==> src/rtl/tube_hit_recorder_pkg.sv <==
// Shared types and default constants for the tube hit recorder.
package tube_hit_recorder_pkg;

  typedef enum logic [1:0] {
    IDLE    = 2'd0,
    ARMED   = 2'd1,
    READOUT = 2'd2
  } state_t;

  localparam int DEF_N_TUBES    = 4;
  localparam int DEF_CNT_W      = 8;
  localparam int DEF_WINDOW_MAX = 255;
  localparam int MISS_W         = 8;

endpackage

==> src/rtl/tube_hit_channel.sv <==
// One tube channel: rising-edge detect on the discriminator output and a
// first-hit latch that freezes the window counter value on the first edge.
module tube_hit_channel #(
  parameter int CNT_W = 8
) (
  input  logic             clk,
  input  logic             rst,
  input  logic             tube,
  input  logic             arm,
  input  logic             en,
  input  logic [CNT_W-1:0] cnt,
  output logic             hit,
  output logic [CNT_W-1:0] hit_time
);

  logic prev;

  // Previous sample runs in every state so a tube already high at arming
  // needs a fresh low->high transition before it counts as a hit.
  always_ff @(posedge clk) begin
    if (rst) begin
      prev     <= 1'b0;
      hit      <= 1'b0;
      hit_time <= '0;
    end else begin
      prev <= tube;
      if (arm) begin
        hit      <= 1'b0;
        hit_time <= '0;
      end else if (en && tube && !prev && !hit) begin
        hit      <= 1'b1;
        hit_time <= cnt;
      end
    end
  end

endmodule

==> src/rtl/tube_hit_recorder.sv <==
// Tube hit recorder: a coincidence trigger opens a capture window, each tube
// channel latches the time of its first rising edge, and the host reads the
// closed event one channel at a time before releasing it.
// Optional feature: define TUBE_HIT_MISSED_CNT_EN to add the 8-bit saturating
// MISSED_TRIG counter of triggers seen while busy.
module tube_hit_recorder
  import tube_hit_recorder_pkg::*;
#(
  parameter int N_TUBES    = DEF_N_TUBES,
  parameter int CNT_W      = DEF_CNT_W,
  parameter int WINDOW_MAX = DEF_WINDOW_MAX,
  localparam int SEL_W     = (N_TUBES > 1) ? $clog2(N_TUBES) : 1
) (
  input  logic               CLK,
  input  logic               RST,
  input  logic               SCIN_COINC,
  input  logic [N_TUBES-1:0] TUBE_IN,
  input  logic [SEL_W-1:0]   RD_SEL,
  input  logic               RD_REQ,
  input  logic               EVENT_ACK,
  output logic [CNT_W-1:0]   RD_DATA,
  output logic               RD_VALID,
  output logic               RD_HIT,
  output logic [N_TUBES-1:0] HIT_MASK,
  output logic               EVENT_READY,
  output logic               BUSY
`ifdef TUBE_HIT_MISSED_CNT_EN
  ,
  output logic [MISS_W-1:0]  MISSED_TRIG
`endif
);

  state_t                          state, state_nxt;
  logic   [CNT_W-1:0]              cnt;
  logic   [N_TUBES-1:0][CNT_W-1:0] times;
  logic                            at_end, arm, rd_ok, in_range;
  logic   [6:0]                    sel_ext;

  assign at_end   = (cnt == CNT_W'(WINDOW_MAX));
  assign arm      = (state == IDLE) && SCIN_COINC;
  assign rd_ok    = RD_REQ && (state == READOUT);
  assign sel_ext  = 7'(RD_SEL);
  assign in_range = (sel_ext < 7'(N_TUBES));

  for (genvar g = 0; g < N_TUBES; g++) begin : g_ch
    tube_hit_channel #(.CNT_W(CNT_W)) u_ch (
      .clk      (CLK),
      .rst      (RST),
      .tube     (TUBE_IN[g]),
      .arm      (arm),
      .en       (state == ARMED),
      .cnt      (cnt),
      .hit      (HIT_MASK[g]),
      .hit_time (times[g])
    );
  end

  // State register.
  always_ff @(posedge CLK) begin
    if (RST) state <= IDLE;
    else     state <= state_nxt;
  end

  // Next state: trigger only honoured in IDLE, ack only in READOUT.
  always_comb begin
    state_nxt = state;
    case (state)
      IDLE:    if (SCIN_COINC) state_nxt = ARMED;
      ARMED:   if (at_end)     state_nxt = READOUT;
      READOUT: if (EVENT_ACK)  state_nxt = IDLE;
      default:                 state_nxt = IDLE;
    endcase
  end

  // Window counter: cleared on arming, stops at WINDOW_MAX rather than wrapping.
  always_ff @(posedge CLK) begin
    if (RST)                           cnt <= '0;
    else if (arm)                      cnt <= '0;
    else if (state == ARMED && !at_end) cnt <= cnt + 1'b1;
  end

  // Status flags registered from the next state so they line up with it.
  always_ff @(posedge CLK) begin
    if (RST) begin
      EVENT_READY <= 1'b0;
      BUSY        <= 1'b0;
    end else begin
      EVENT_READY <= (state_nxt == READOUT);
      BUSY        <= (state_nxt != IDLE);
    end
  end

  // Read port: one-cycle response; out-of-range channels read as empty.
  always_ff @(posedge CLK) begin
    if (RST) begin
      RD_VALID <= 1'b0;
      RD_DATA  <= '0;
      RD_HIT   <= 1'b0;
    end else begin
      RD_VALID <= rd_ok;
      if (rd_ok) begin
        RD_DATA <= in_range ? times[RD_SEL] : '0;
        RD_HIT  <= in_range && HIT_MASK[RD_SEL];
      end
    end
  end

`ifdef TUBE_HIT_MISSED_CNT_EN
  // Count trigger cycles that arrive while an event is in flight.
  always_ff @(posedge CLK) begin
    if (RST)
      MISSED_TRIG <= '0;
    else if (SCIN_COINC && state != IDLE && MISSED_TRIG != '1)
      MISSED_TRIG <= MISSED_TRIG + 1'b1;
  end
`endif

endmodule

==> config.mk <==
export PLATFORM = sky130hd
export DESIGN_NAME = tube_hit_recorder
export DESIGN_NICKNAME = d
export VERILOG_FILES = /design/src/rtl/tube_hit_recorder_pkg.sv /design/src/rtl/tube_hit_channel.sv /design/src/rtl/tube_hit_recorder.sv
export SDC_FILE = /design/constraint.sdc
export NUM_CORES = 1
export LEC_CHECK = 0
export ABC_AREA = 1
export CORE_MARGIN = 5
export CORE_UTILIZATION = 40
export DETAILED_ROUTE_END_ITERATION = 8
export SYNTH_ARGS = -nofsm -noshare
export SYNTH_HDL_FRONTEND = slang
export SYNTH_SLANG_ARGS = --single-unit
==> constraint.sdc <==
create_clock -name CLK -period 2.5 [get_ports CLK]
set_clock_uncertainty 0.15 [all_clocks]
set_input_delay 0.625 -clock CLK [delete_from_list [all_inputs] [get_ports CLK]]
set_output_delay 0.625 -clock CLK [all_outputs]
set_load 0.01 [all_outputs]
# Word-level counts from Yosys, hierarchy flattened
# Index checks and enable logic that the tools add are counted.
totals:
  elab_cells: 63
  out_inout_bits: 16
  ff_bits: 62
classes:
  addsub: 1
  muxes: 9
  reduce_logical: 28
  eq_ne: 4
  n_lt_le_gt_ge: 2
op_table:
  columns: ["op", "count"]
  rows:
  - ["$bmux W8 S2", 1]
  - ["$logic_and A1 B1 Y1", 16]
  - ["$mux W8", 2]
  - ["$logic_not A1 Y1", 9]
  - ["$add A8 B1 Y8 const B", 1]
  - ["$eq A8 B8 Y1 const B", 1]
  - ["$lt A2 B3 Y1 const B", 2]
  - ["$mux W2", 3]
  - ["$pmux W2 S3", 1]
  - ["$eq A2 B2 Y1 const B", 2]
  - ["$bmux W1 S2", 1]
  - ["$eq A2 B1 Y1 const B", 1]
  - ["$logic_not A2 Y1", 1]
  - ["$reduce_bool A2 Y1", 1]
  - ["$reduce_or A2 Y1", 1]
  - ["$mux W1", 1]

# Depth between registers and ports, before layout
logic_depth:
  ltp_word: 4
  mapped_depth: 8

# Cells and area by module
# From an unflattened synthesis, not the netlist that was laid out.
unflattened:
  cells_unflattened: 436
  area_unflattened_um2: 3005.4
by_module_without_submodules:
  columns: ["mod", "seq_area_each_um2", "instances", "cells_per_inst", "area_per_inst_um2"]
  rows:
  - ["tube_hit_channel", 200.2, 4, 60, 440.4]
  - ["tube_hit_recorder", 440.4, 1, 196, 1243.7]

# Worst setup path after synthesis
# Ideal clock, no wire load.
synth_path:
  kind: "in2reg"
  from: "input RST"
  to: "register g_ch[2].u_ch.hit_time[4]"
  cell_stages: 7
  t_arrival_ns: 1.399
  slack_ns: 0.831
  setup_ns: 0.119
  path_cell_list: "clkbuf_1 inv_1 nand2_4 clkinv_2 buf_2 o21ai_0 a21oi_1"
synth_via:
  elab_chain_cells: 1
synth_rtl:
  columns: ["item", "line_no", "text"]
  rows:
  - ["start: declaration", "tube_hit_recorder.sv:15", "input logic RST,"]
  - ["$reduce_or A2 Y1 (no source line)", null, null]
  - ["end signal: assignment", "tube_hit_channel.sv:32", "hit_time <= cnt;"]
  - ["end: declaration", "tube_hit_channel.sv:13", "output logic [CNT_W-1:0] hit_time"]
# No other way between the ends.
# A chain may end at the register's enable or synchronous reset.

# Final worst setup path
layout_path:
  from: "register g_ch[0].u_ch.hit"
  to: "output HIT_MASK[0]"
layout_rtl:
  columns: ["item", "line_no", "text"]
  rows:
  - ["start: declaration", "tube_hit_channel.sv:12", "output logic hit,"]
  - ["start signal: assignment", "tube_hit_channel.sv:23", "hit <= 1'b0;"]
  - ["start signal: assignment", "tube_hit_channel.sv:28", "hit <= 1'b0;"]
  - ["start signal: assignment", "tube_hit_channel.sv:31", "hit <= 1'b1;"]
  - ["end: declaration", "tube_hit_recorder.sv:24", "output logic [N_TUBES-1:0] HIT_MASK,"]
# No word-level cell between the ends.

==> impl_metrics.ini <==
[run_status]
status = finished, final reports clean

[pwr]
ir_worst_vdd_mv = 0.326
swShare_pct = 24.1
p_per_area_mw_per_mm2 = 669
p_total_mw = 2.10
seqPwrFrac_pct = 49.1
comb_power_share_pct = 8.4
p_clk_share_pct = 42.5
internal_power_mw = 1.59
p_sw_mw = 0.506
power_leakage_nw = 1.25

[grt]
antenna_found_initial = 0
grt_pass1_wl_mm = 9.70
overflow = 0
grt_pass1_vias = 2013
grt_usage_pct = 14.3
grt_max_degree = 37

[worst_setup_path]
cp.depth = 1
worstPathCellList = clkdlybuf4s50_1
crit_fanout = 3
required_ps = 1730
crit_slowest_cell = clkdlybuf4s50_1
worstPathArrival_ps = 1240
path_buf_inv = 1
path_class = reg2out
endpoint_kind = primary output
rrSetupSlack_ps = 640
cp_top_family = buffers and inverters
worst_r2r_path_depth = 7
start_kind = flip-flop
cpPeakStageDelay_ps = 550

[clock_network]
hold_buffers = 0
clock-sinks = 62
cts_root_buffer = clkbuf_8
path_clk_slew_ps = 70
clockBufferDepth = 2
htree_levels = 3
cts_tree = done
cts_setup_buffers = 0
insertion_delay_ps = 330
numCtsBuffers = 9
post_cts_resized = 0

[cells_and_area]
nFillCells = 651
final_common_cell = inv_1
diodes = 0
drive_above_1_share_pct = 8.07
final_cell_mix = inv_1 (71), dfxtp_1 (62), a21oi_1 (59), o21ai_0 (46), nand2_1 (41)
regArea_mm2 = 0.00124
final_core_util_pct = 49.1
nets = 391
multi_input_area_mm2 = 0.00102
area_delta_synth_final_pct = 18.1

[sta]
post-route-min-period_ps = 2010
slew_headroom_pct = 74.4
clock.fmax_ghz = 0.497
slew_viol_final = 0
hold_viol_final = 0
fin_crit_sh_pct = 80.6
final.setup.worst_slack_ps = 486
setup_violations = 0
rsz0062_at_grt = false
worst_pin_slew_ps = 384
fin_tns_setup_ps = 0

[die]
die_area_mm2 = 0.00837
rows = 29
die_h_um = 91.5
coreArea_mm2 = 0.00639
die_x_um = 91.5
start_util_pct = 41.6
io_pins = 27

[place]
numPortBuffers = 26
gp_congestion = 0.741
place_ws_ps = 250
dp_hpwl_mm = 3.86

[routing]
drc = 0
drt-initial-drc-count = 186
wire_per_inst_um = 12.4
routed_wirelength_mm = 5.71
ant_nets = 0
viasPerCell = 4.71
dr.pass1.iters = 4
via_count = 2170

[min_path]
min_path_type = reg2reg
hold_depth = 2

[synth]
synthCells = 360
ys_seq_area_share_pct = 46.7
yosysWarnings = 0
synth_area_mm2 = 0.00266
async_flop_share_pct = 0
synth_area_per_cell_um2 = 7.38
synth_edf_count = 0
synth_cell_type_count = 22
ys.flop_type = dfxtp_1
ys_seq_elements = 62
syn_nets = 372

[flow_run]
drv_cap = 0
[synth_stat cells, types with 2 or more instances]
cell type	n	area share (%)
o211ai_1	9	2.5
inv_2	2	0.28
nand3_1	3	0.57
a21oi_1	59	11
clkbuf_1	4	0.57
o21ai_0	46	8.7
o21ai_1	8	1.5
xor2_1	3	0.99
nand2_1	41	5.8
inv_1	71	10
buf_2	13	2.5
buf_4	5	1.4
nand2_2	2	0.47
dfxtp_1	62	47
nor2_1	21	3.0
nand3_2	5	1.9
[cells by family after synthesis]
| logic type | count (synthesis) | share of synthesized area (%) |
|---|---|---|
| compound gates | 123 | 24.1 |
| xor+xnor | 3 | 0.990 |
| fa+ha+maj | 1 | 0.471 |
| buf+inv | 96 | 14.9 |
| flops | 62 | 46.7 |
| simple gates | 75 | 12.8 |
[power groups by stage]
| stage | clock [mW] | sequential, mW | combinational (mW) |
|---|---|---|---|
| 2_1_floorplan | 0 | 1.05 | 0.125 |
| 3_3_place_gp | 0 | 1.05 | 0.176 |
| 3_5_place_dp | 0 | 1.05 | 0.178 |
| 4_1_cts | 0.918 | 1.03 | 0.179 |
| 5_1_grt | 0.955 | 1.03 | 0.201 |
| 6_report | 0.891 | 1.03 | 0.177 |
[sequential cells by signal, summed over array words and instances, names as in the netlist, 2 cells and up]
signal	flops
g_ch.u_ch.prev	4
RD_DATA	8
g_ch.u_ch.hit_time	32
cnt	8
g_ch.u_ch.hit	4
state	2
[metal layers]
| layer | vias to the layer above | global-route usage [%] | share of wire [%] |
|---|---|---|---|
| li1 | 1175 | - | - |
| met1 | 947 | 20.3 | 53 |
| met2 | 37 | 20.6 | 42 |
| met3 | 11 | 3.06 | 4.0 |
| met4 | 0 | 6.60 | 1.6 |
| met5 | - | 0 | 0 |
[stage by stage]
stage / hold WS, ps / cell area (um^2) / std cells
after floorplan: 270 / 2660 / 360
after global placement: 280 / 2940 / 445
after detailed placement: 283 / 2940 / 445
after CTS: 294 / 3140 / 461
after global routing: 310 / 3140 / 461
final: 295 / 3140 / 461
[layout make-up]
type	count	share of cell area, %
Clock inverter	4	1.44
Clock buffer	12	4.95
Timing Repair Buffer	30	9.65
Inverter	74	8.90
Multi-Input combinational cell	202	32.4
Tap cell	77	3.07
Sequential cell	62	39.6
[final timing paths]
check | start | to
setup reg to reg | cnt[1] | BUSY
setup / recovery | g_ch[0].u_ch.hit | HIT_MASK[0]
hold / removal | g_ch[0].u_ch.hit_time[7] | g_ch[0].u_ch.hit_time[7]
hold reg to reg | g_ch[0].u_ch.hit_time[7] | g_ch[0].u_ch.hit_time[7]
Power figures use the tool's default switching activity.
